`src/rtl/uart_prog_loader.sv`:
```
// uart_prog_loader
//   Receives SYNC/ADDR/DATA/CSUM packets from a UART receive FIFO and writes
//   them into program memory while holding the CPU in reset. An END_BYTE seen
//   between packets finishes the load and releases the CPU.
//
// Optional feature macro: UART_LOADER_RESP_EN
//   defined   -> an ACK (8'h06) or NAK (8'h15) byte is pushed to the transmit
//                FIFO after every packet that reaches the checksum byte.
//   undefined -> no responses; tx_data_out and write_tx_data are tied low.
//
// Ports
//   clk              system clock, rising edge
//   reset            asynchronous active-low reset (release synchronised)
//   rx_data_in       byte at head of receive FIFO
//   rx_data_present  receive FIFO non-empty
//   read_rx_data_ack one-cycle pop strobe to receive FIFO
//   tx_data_out      response byte to transmit FIFO
//   write_tx_data    one-cycle push strobe to transmit FIFO
//   tx_buffer_full   transmit FIFO full
//   mem_addr         program-memory write address (holds last write)
//   mem_wdata        program-memory write data (holds last write)
//   mem_we           one-cycle program-memory write strobe
//   cpu_hold         CPU reset hold, low only once loading is done
//   load_done        sticky end-of-load flag
//   err_count        saturating count of rejected packets
module uart_prog_loader #(
    parameter logic [7:0]  SYNC_BYTE      = 8'hA5,
    parameter logic [7:0]  END_BYTE       = 8'h5A,
    parameter int unsigned TIMEOUT_CYCLES = 120000
) (
    input  logic       clk,
    input  logic       reset,
    input  logic [7:0] rx_data_in,
    input  logic       rx_data_present,
    output logic       read_rx_data_ack,
    output logic [7:0] tx_data_out,
    output logic       write_tx_data,
    input  logic       tx_buffer_full,
    output logic [7:0] mem_addr,
    output logic [7:0] mem_wdata,
    output logic       mem_we,
    output logic       cpu_hold,
    output logic       load_done,
    output logic [7:0] err_count
);

    localparam int unsigned    TW         = $clog2(TIMEOUT_CYCLES + 1);
    localparam logic [TW-1:0]  TIMER_LAST = TW'(TIMEOUT_CYCLES - 1);

    typedef enum logic [2:0] {
        S_IDLE, S_ADDR, S_DATA, S_CSUM, S_WRITE, S_DONE
`ifdef UART_LOADER_RESP_EN
        , S_RESP
`endif
    } state_t;

    // Reset asserts asynchronously, releases two clocks after reset rises.
    logic [1:0] rst_sync_q, rst_sync_d;
    logic       rst_n_int;

    always_comb rst_sync_d = {rst_sync_q[0], 1'b1};

    always_ff @(posedge clk or negedge reset) begin
        if (!reset) rst_sync_q <= '0;
        else        rst_sync_q <= rst_sync_d;
    end

    assign rst_n_int = rst_sync_q[1];

    state_t          state_q, state_d;
    logic [TW-1:0]   timer_q, timer_d;
    logic [7:0]      err_q, err_d;
    logic [7:0]      addr_q, addr_d;
    logic [7:0]      data_q, data_d;
    logic [7:0]      mem_addr_q, mem_addr_d;
    logic [7:0]      mem_wdata_q, mem_wdata_d;
    logic            mem_we_q, mem_we_d;
    logic            ack_q, ack_d;
    logic            load_done_q, load_done_d;
    logic            cpu_hold_q, cpu_hold_d;
    logic [7:0]      tx_data_q, tx_data_d;
    logic            tx_wr_q, tx_wr_d;
    logic [7:0]      resp_q, resp_d;

    logic            take;
    logic            timeout;
    logic            err_inc;
    logic [7:0]      csum_exp;

    always_comb begin
        state_d     = state_q;
        timer_d     = timer_q;
        addr_d      = addr_q;
        data_d      = data_q;
        mem_addr_d  = mem_addr_q;
        mem_wdata_d = mem_wdata_q;
        mem_we_d    = 1'b0;
        load_done_d = load_done_q;
        tx_data_d   = tx_data_q;
        tx_wr_d     = 1'b0;
        resp_d      = resp_q;
        err_inc     = 1'b0;
        csum_exp    = addr_q + data_q;

        // Pop at most every other cycle: the FIFO head only advances after
        // the cycle in which the ack is seen.
        take    = rx_data_present && !ack_q &&
                  (state_q inside {S_IDLE, S_ADDR, S_DATA, S_CSUM});
        ack_d   = take;
        timeout = (timer_q >= TIMER_LAST);

        if (state_q == S_IDLE || take)
            timer_d = '0;
        else if (state_q inside {S_ADDR, S_DATA, S_CSUM})
            timer_d = timer_q + 1'b1;

        unique case (state_q)
            S_IDLE: begin
                if (take) begin
                    if (rx_data_in == SYNC_BYTE) begin
                        state_d = S_ADDR;
                    end else if (rx_data_in == END_BYTE) begin
                        state_d     = S_DONE;
                        load_done_d = 1'b1;
                    end
                end
            end
            S_ADDR, S_DATA: begin
                if (take) begin
                    if (state_q == S_ADDR) begin
                        addr_d  = rx_data_in;
                        state_d = S_DATA;
                    end else begin
                        data_d  = rx_data_in;
                        state_d = S_CSUM;
                    end
                end else if (timeout) begin
                    state_d = S_IDLE;
                    timer_d = '0;
                    err_inc = 1'b1;
                end
            end
            S_CSUM: begin
                if (take) begin
                    if (rx_data_in == csum_exp) begin
                        mem_addr_d  = addr_q;
                        mem_wdata_d = data_q;
                        mem_we_d    = 1'b1;
                        state_d     = S_WRITE;
                    end else begin
                        err_inc = 1'b1;
`ifdef UART_LOADER_RESP_EN
                        resp_d  = 8'h15;
                        state_d = S_RESP;
`else
                        state_d = S_IDLE;
`endif
                    end
                end else if (timeout) begin
                    state_d = S_IDLE;
                    timer_d = '0;
                    err_inc = 1'b1;
                end
            end
            S_WRITE: begin
`ifdef UART_LOADER_RESP_EN
                resp_d  = 8'h06;
                state_d = S_RESP;
`else
                state_d = S_IDLE;
`endif
            end
`ifdef UART_LOADER_RESP_EN
            S_RESP: begin
                if (!tx_buffer_full) begin
                    tx_data_d = resp_q;
                    tx_wr_d   = 1'b1;
                    state_d   = S_IDLE;
                end
            end
`endif
            S_DONE: state_d = S_DONE;
            default: state_d = S_IDLE;
        endcase

        err_d      = (err_inc && err_q != 8'hFF) ? err_q + 8'd1 : err_q;
        cpu_hold_d = (state_d != S_DONE);
    end

    always_ff @(posedge clk or negedge rst_n_int) begin
        if (!rst_n_int) begin
            state_q     <= S_IDLE;
            timer_q     <= '0;
            err_q       <= '0;
            addr_q      <= '0;
            data_q      <= '0;
            mem_addr_q  <= '0;
            mem_wdata_q <= '0;
            mem_we_q    <= 1'b0;
            ack_q       <= 1'b0;
            load_done_q <= 1'b0;
            cpu_hold_q  <= 1'b1;
            tx_data_q   <= '0;
            tx_wr_q     <= 1'b0;
            resp_q      <= '0;
        end else begin
            state_q     <= state_d;
            timer_q     <= timer_d;
            err_q       <= err_d;
            addr_q      <= addr_d;
            data_q      <= data_d;
            mem_addr_q  <= mem_addr_d;
            mem_wdata_q <= mem_wdata_d;
            mem_we_q    <= mem_we_d;
            ack_q       <= ack_d;
            load_done_q <= load_done_d;
            cpu_hold_q  <= cpu_hold_d;
            tx_data_q   <= tx_data_d;
            tx_wr_q     <= tx_wr_d;
            resp_q      <= resp_d;
        end
    end

    assign read_rx_data_ack = ack_q;
    assign mem_addr         = mem_addr_q;
    assign mem_wdata        = mem_wdata_q;
    assign mem_we           = mem_we_q;
    assign cpu_hold         = cpu_hold_q;
    assign load_done        = load_done_q;
    assign err_count        = err_q;

`ifdef UART_LOADER_RESP_EN
    assign tx_data_out   = tx_data_q;
    assign write_tx_data = tx_wr_q;
`else
    // Response path absent: the tx registers stay at reset value.
    logic unused_resp;
    assign unused_resp   = tx_buffer_full ^ tx_wr_q ^ (^tx_data_q) ^ (^resp_q);
    assign tx_data_out   = '0;
    assign write_tx_data = 1'b0;
`endif

endmodule

```
`config.mk`:
```
export PLATFORM = sky130hd
export DESIGN_NAME = uart_prog_loader
export DESIGN_NICKNAME = d
export VERILOG_FILES = /design/src/rtl/uart_prog_loader.sv
export SDC_FILE = /design/constraint.sdc
export NUM_CORES = 1
export LEC_CHECK = 0
export ABC_AREA = 1
export CAP_MARGIN = 10
export CORE_ASPECT_RATIO = 0.75
export CORE_MARGIN = 2
export CORE_UTILIZATION = 56
export CTS_CLUSTER_DIAMETER = 50
export DETAILED_ROUTE_END_ITERATION = 10
export PLACE_DENSITY_LB_ADDON = 0.2
export SLEW_MARGIN = 20
export SYNTH_ARGS = -nofsm -noshare
export SYNTH_HDL_FRONTEND = slang
export SYNTH_SLANG_ARGS = --single-unit
```
`constraint.sdc`:
```
create_clock -name clk -period 2.3 [get_ports clk]
set_input_delay 0.46 -clock clk [delete_from_list [all_inputs] [get_ports clk]]
set_output_delay 0.46 -clock clk [all_outputs]
set_load 0.1 [all_outputs]
```
==> results.py <==
metrics = {
    "sta": {
        "period_needed_ps": 2530,
        "drv_slew": 0,
        "grt_setup_unrepaired": "true",
        "skew_ps": 10.1,
        "finalSetupViolCount": 26,
        "max_freq_mhz": 395,
        "period_share_pct": 110,
        "hold_violations": 0,
        "relSlewSlack_pct": 52.2,
        "fin_ws_ps": -233,
        "worst_slew_pin_slew_ps": 717,
    },
    "worst_setup_path": {
        "critPathKind": "flop to flop",
        "critical_path_required_ps": 2550,
        "end_kind": "flop",
        "r2r_cells": 13,
        "worstSetupStartpointType": "flop",
        "crit_arrival_ps": 2780,
        "cp_max_fo": 7,
    },
    "global_routing": {
        "grt_pass1_wl_mm": 13.9,
        "antenna_found_initial": 0,
        "met3_usage_pct": 6.22,
        "grt_pass1_vias": 2899,
        "grtUsageMet2_pct": 36.4,
        "met1_usage_pct": 35.2,
        "grt_max_degree": 36,
        "busiest_layer": "met2",
        "grt_usage_pct": 24.4,
        "globalRoute.totalOverflow": 0,
    },
    "drt": {
        "wl_mm": 8.92,
        "drtIter0Drc": 228,
        "vias": 3292,
        "first_pass_iters": 5,
        "avgRoutedWirePerCell_um": 14.5,
        "drc": 0,
        "ant_nets": 0,
        "vias_per_cell": 5.34,
    },
    "power_and_ir_drop": {
        "p_leak_nw": 2.31,
        "internal-power_mw": 2.64,
        "ir_drop_uv": 864,
        "power_mw": 4.73,
        "clkPwrFrac_pct": 23.8,
        "power_density_nw_per_um2": 1020,
        "p_sw_mw": 2.08,
        "combPwrFrac_pct": 43.6,
        "p_sw_share_pct": 44.1,
        "seq_power_share_pct": 32.6,
    },
    "logic_synthesis": {
        "syn-cell-area_sq_um": 3770,
        "yosysWarnings": 0,
        "syn-mean-instance-area_sq_um": 8.06,
        "async_flop_share_pct": 100,
        "ys_seq_elements": 66,
        "synthCells": 467,
        "ys_types": 41,
        "yosys_most_used_dff": "dfrtp_1",
        "synth_edf_count": 0,
        "synth-seq-area-share_pct": 43.9,
    },
    "min_path": {
        "hold_path.class": "primary input to asynchronous set/reset pin",
    },
    "placement": {
        "gp_congestion": 0.928,
        "dp.cells": 593,
        "dp_hpwl_mm": 5.96,
        "numPortBuffers": 38,
    },
    "floorplan": {
        "initial_core_util_pct": 58.7,
        "num_io_pins": 49,
        "die_w_um": 98.7,
        "dieHeight_um": 75.0,
        "coreArea_sq_um": 6410,
        "num_rows": 25,
        "fp.dieArea_sq_um": 7400,
    },
    "outcome": {
        "violations": "negative setup slack",
        "status": "finished with violations",
    },
    "clock_network": {
        "clock_path_buffers": 2,
        "cts_tree": "yes",
        "clockRootBuffer": "clkbuf_8",
        "htree_levels": 3,
        "clock_sinks": 66,
        "cts.reportedPaths.clkPinSlew_ps": 90,
        "clk_latency_ps": 360,
        "cts_buffers": 9,
    },
    "cells_and_area": {
        "diodes": 0,
        "area_delta_synth_final_pct": 22.6,
        "instances_no_fill": 616,
        "final_nets": 552,
        "drive_gt1_share_pct": 21.3,
    },
    "job": {
        "cap_violations": 0,
    },
}
==> cell usage after synthesis, types with 2 or more instances <==
| master | instances | area share, % |
|---|---|---|
| nand2_1 | 114 | 11 |
| dfrtp_1 | 65 | 43 |
| inv_1 | 64 | 6.4 |
| nand3_1 | 35 | 4.7 |
| nor2_1 | 35 | 3.5 |
| o21ai_0 | 21 | 2.8 |
| nand4_1 | 17 | 2.8 |
| o21a_1 | 16 | 3.2 |
| xor2_1 | 14 | 3.3 |
| buf_4 | 10 | 2.0 |
| ha_1 | 9 | 3.0 |
| nand2_2 | 8 | 1.3 |
| a21oi_1 | 6 | 0.80 |
| nor3_1 | 6 | 0.80 |
| nor2_2 | 5 | 0.83 |
| buf_6 | 4 | 1.2 |
| a31oi_1 | 3 | 0.50 |
| inv_2 | 3 | 0.30 |
| nand3_2 | 3 | 0.80 |
| nor2_4 | 3 | 0.90 |
| clkbuf_1 | 2 | 0.20 |
| conb_1 | 2 | 0.20 |
| nor3_2 | 2 | 0.53 |
| nor4_1 | 2 | 0.33 |
| xnor2_1 | 2 | 0.47 |
==> critical path: stages, from the launching register on <==
cell and delay, ps:
dfrtp_1 430, ha_4 190, fa_2 540, nand2_2 60, nand2_2 80, nand3_2 90
nor2_4 110, nand2_2 50, nor2_2 120, nand3_2 100, nor2_4 270, clkbuf_16 220
nand2_2 60, o21a_1 110
==> state kept, by name, summed over array words and instances, names as in the netlist, 2 cells and up <==
signal	count
mem_addr	8
data_q	8
rst_sync_q	2
state_q	3
err_count	8
addr_q	8
timer_q	17
mem_wdata	8
==> power groups by stage <==
stage / combinational, mW / clock (mW) / sequential [mW]
after floorplan: 1.30 / 0 / 1.66
after global placement: 1.84 / 0 / 1.53
after detailed placement: 1.89 / 0 / 1.54
final: 2.06 / 1.12 / 1.54
after global routing: 2.29 / 1.18 / 1.56
after CTS: 1.94 / 1.14 / 1.53
==> layout make-up <==
type	count	area, sq um
clock inverters	7	101
fillers	477	1790
clock buffers	9	124
flip-flops and latches	66	1660
well taps	81	101
inverters	68	255
repair buffers	59	544
multi-input cells	326	1840
==> cell usage in the layout (no fill, tap or decap), drive strengths merged <==
| cell | synthesis | layout |
|---|---|---|
| nor3b | 1 | 1 |
| nor2 | 43 | 43 |
| nand4 | 17 | 17 |
| nand2 | 122 | 123 |
| a2111oi | 1 | 1 |
| xnor2 | 2 | 2 |
| bufinv | 0 | 2 |
| clkdlybuf4s50 | 0 | 10 |
| conb | 2 | 10 |
| buf | 14 | 47 |
| nor4 | 2 | 2 |
| o21ai | 21 | 21 |
| clkinvlp | 0 | 2 |
| clkbuf | 2 | 11 |
| o22ai | 1 | 1 |
| a31oi | 3 | 3 |
| o31ai | 2 | 2 |
| o21a | 16 | 16 |
| o21bai | 1 | 1 |
| xor2 | 14 | 14 |
| a211oi | 1 | 1 |
| ha | 9 | 9 |
| and2 | 1 | 1 |
| inv | 67 | 68 |
| fa | 1 | 1 |
| nand3 | 39 | 39 |
| or2 | 1 | 1 |
| dfrtp | 65 | 65 |
| dfstp | 1 | 1 |
| nor3 | 9 | 9 |
| a21o | 1 | 1 |
| a21oi | 6 | 6 |
| nand3b | 1 | 1 |
| clkinv | 1 | 3 |
==> through the flow <==
stage          setup TNS (ps)  util (%)  instance area, sq um  setup slack, ps  hold slack [ps]
2_1_floorplan               0         -                  3800              115              164
3_3_place_gp            -1070      66.0                  4230            -63.7              327
3_5_place_dp            -2580      66.0                  4230             -139              335
4_1_cts                 -1870      70.1                  4500             -117              256
5_1_grt                 -6950      72.0                  4620             -338              263
6_report                -3910      72.0                  4620             -233              262
==> timing repair <==
action	in CTS	in global routing
resized for setup	5	16
hold buffers	0	0
endpoints found under the setup margin	25	26
gates cloned	1	3
pin swaps	2	6
setup buffers	2	1
==> layer usage <==
metal	wire length (um)	part of all wire, %	vias to the layer above
li1	-	-	1618
met1	4170	47	1537
met2	4050	45	125
met3	626	7.0	12
met4	76	0.85	0
met5	0	0	-
==> final timing paths <==
kind / startpoint / endpoint / slack, ps
setup / recovery: addr_q[0] / mem_wdata[6] / -230
hold / removal: reset / rst_sync_q[0] / 260
setup reg to reg: addr_q[0] / mem_wdata[6] / -230
hold reg to reg: rst_sync_q[1] / load_done / 330
max in group asynchronous: rst_sync_q[1] / timer_q[3] / 1350
min in group clk: rst_sync_q[0] / rst_sync_q[1] / 350
==> kinds of logic (layout without fill, tap and decap cells) <==
| logic type | Yosys count | after routing | share of synthesized area [%] |
|---|---|---|---|
| AOI/OAI and AO/OA | 53 | 53 | 9.04 |
| other | 2 | 10 | 0.199 |
| adders and majority gates | 10 | 10 | 3.52 |
| xor gates and xnor gates | 16 | 16 | 3.72 |
| DFF | 66 | 66 | 43.9 |
| buffers and inverters | 84 | 143 | 10.2 |
| and+or+nand+nor | 236 | 237 | 29.5 |
Power figures use the tool's default switching activity.
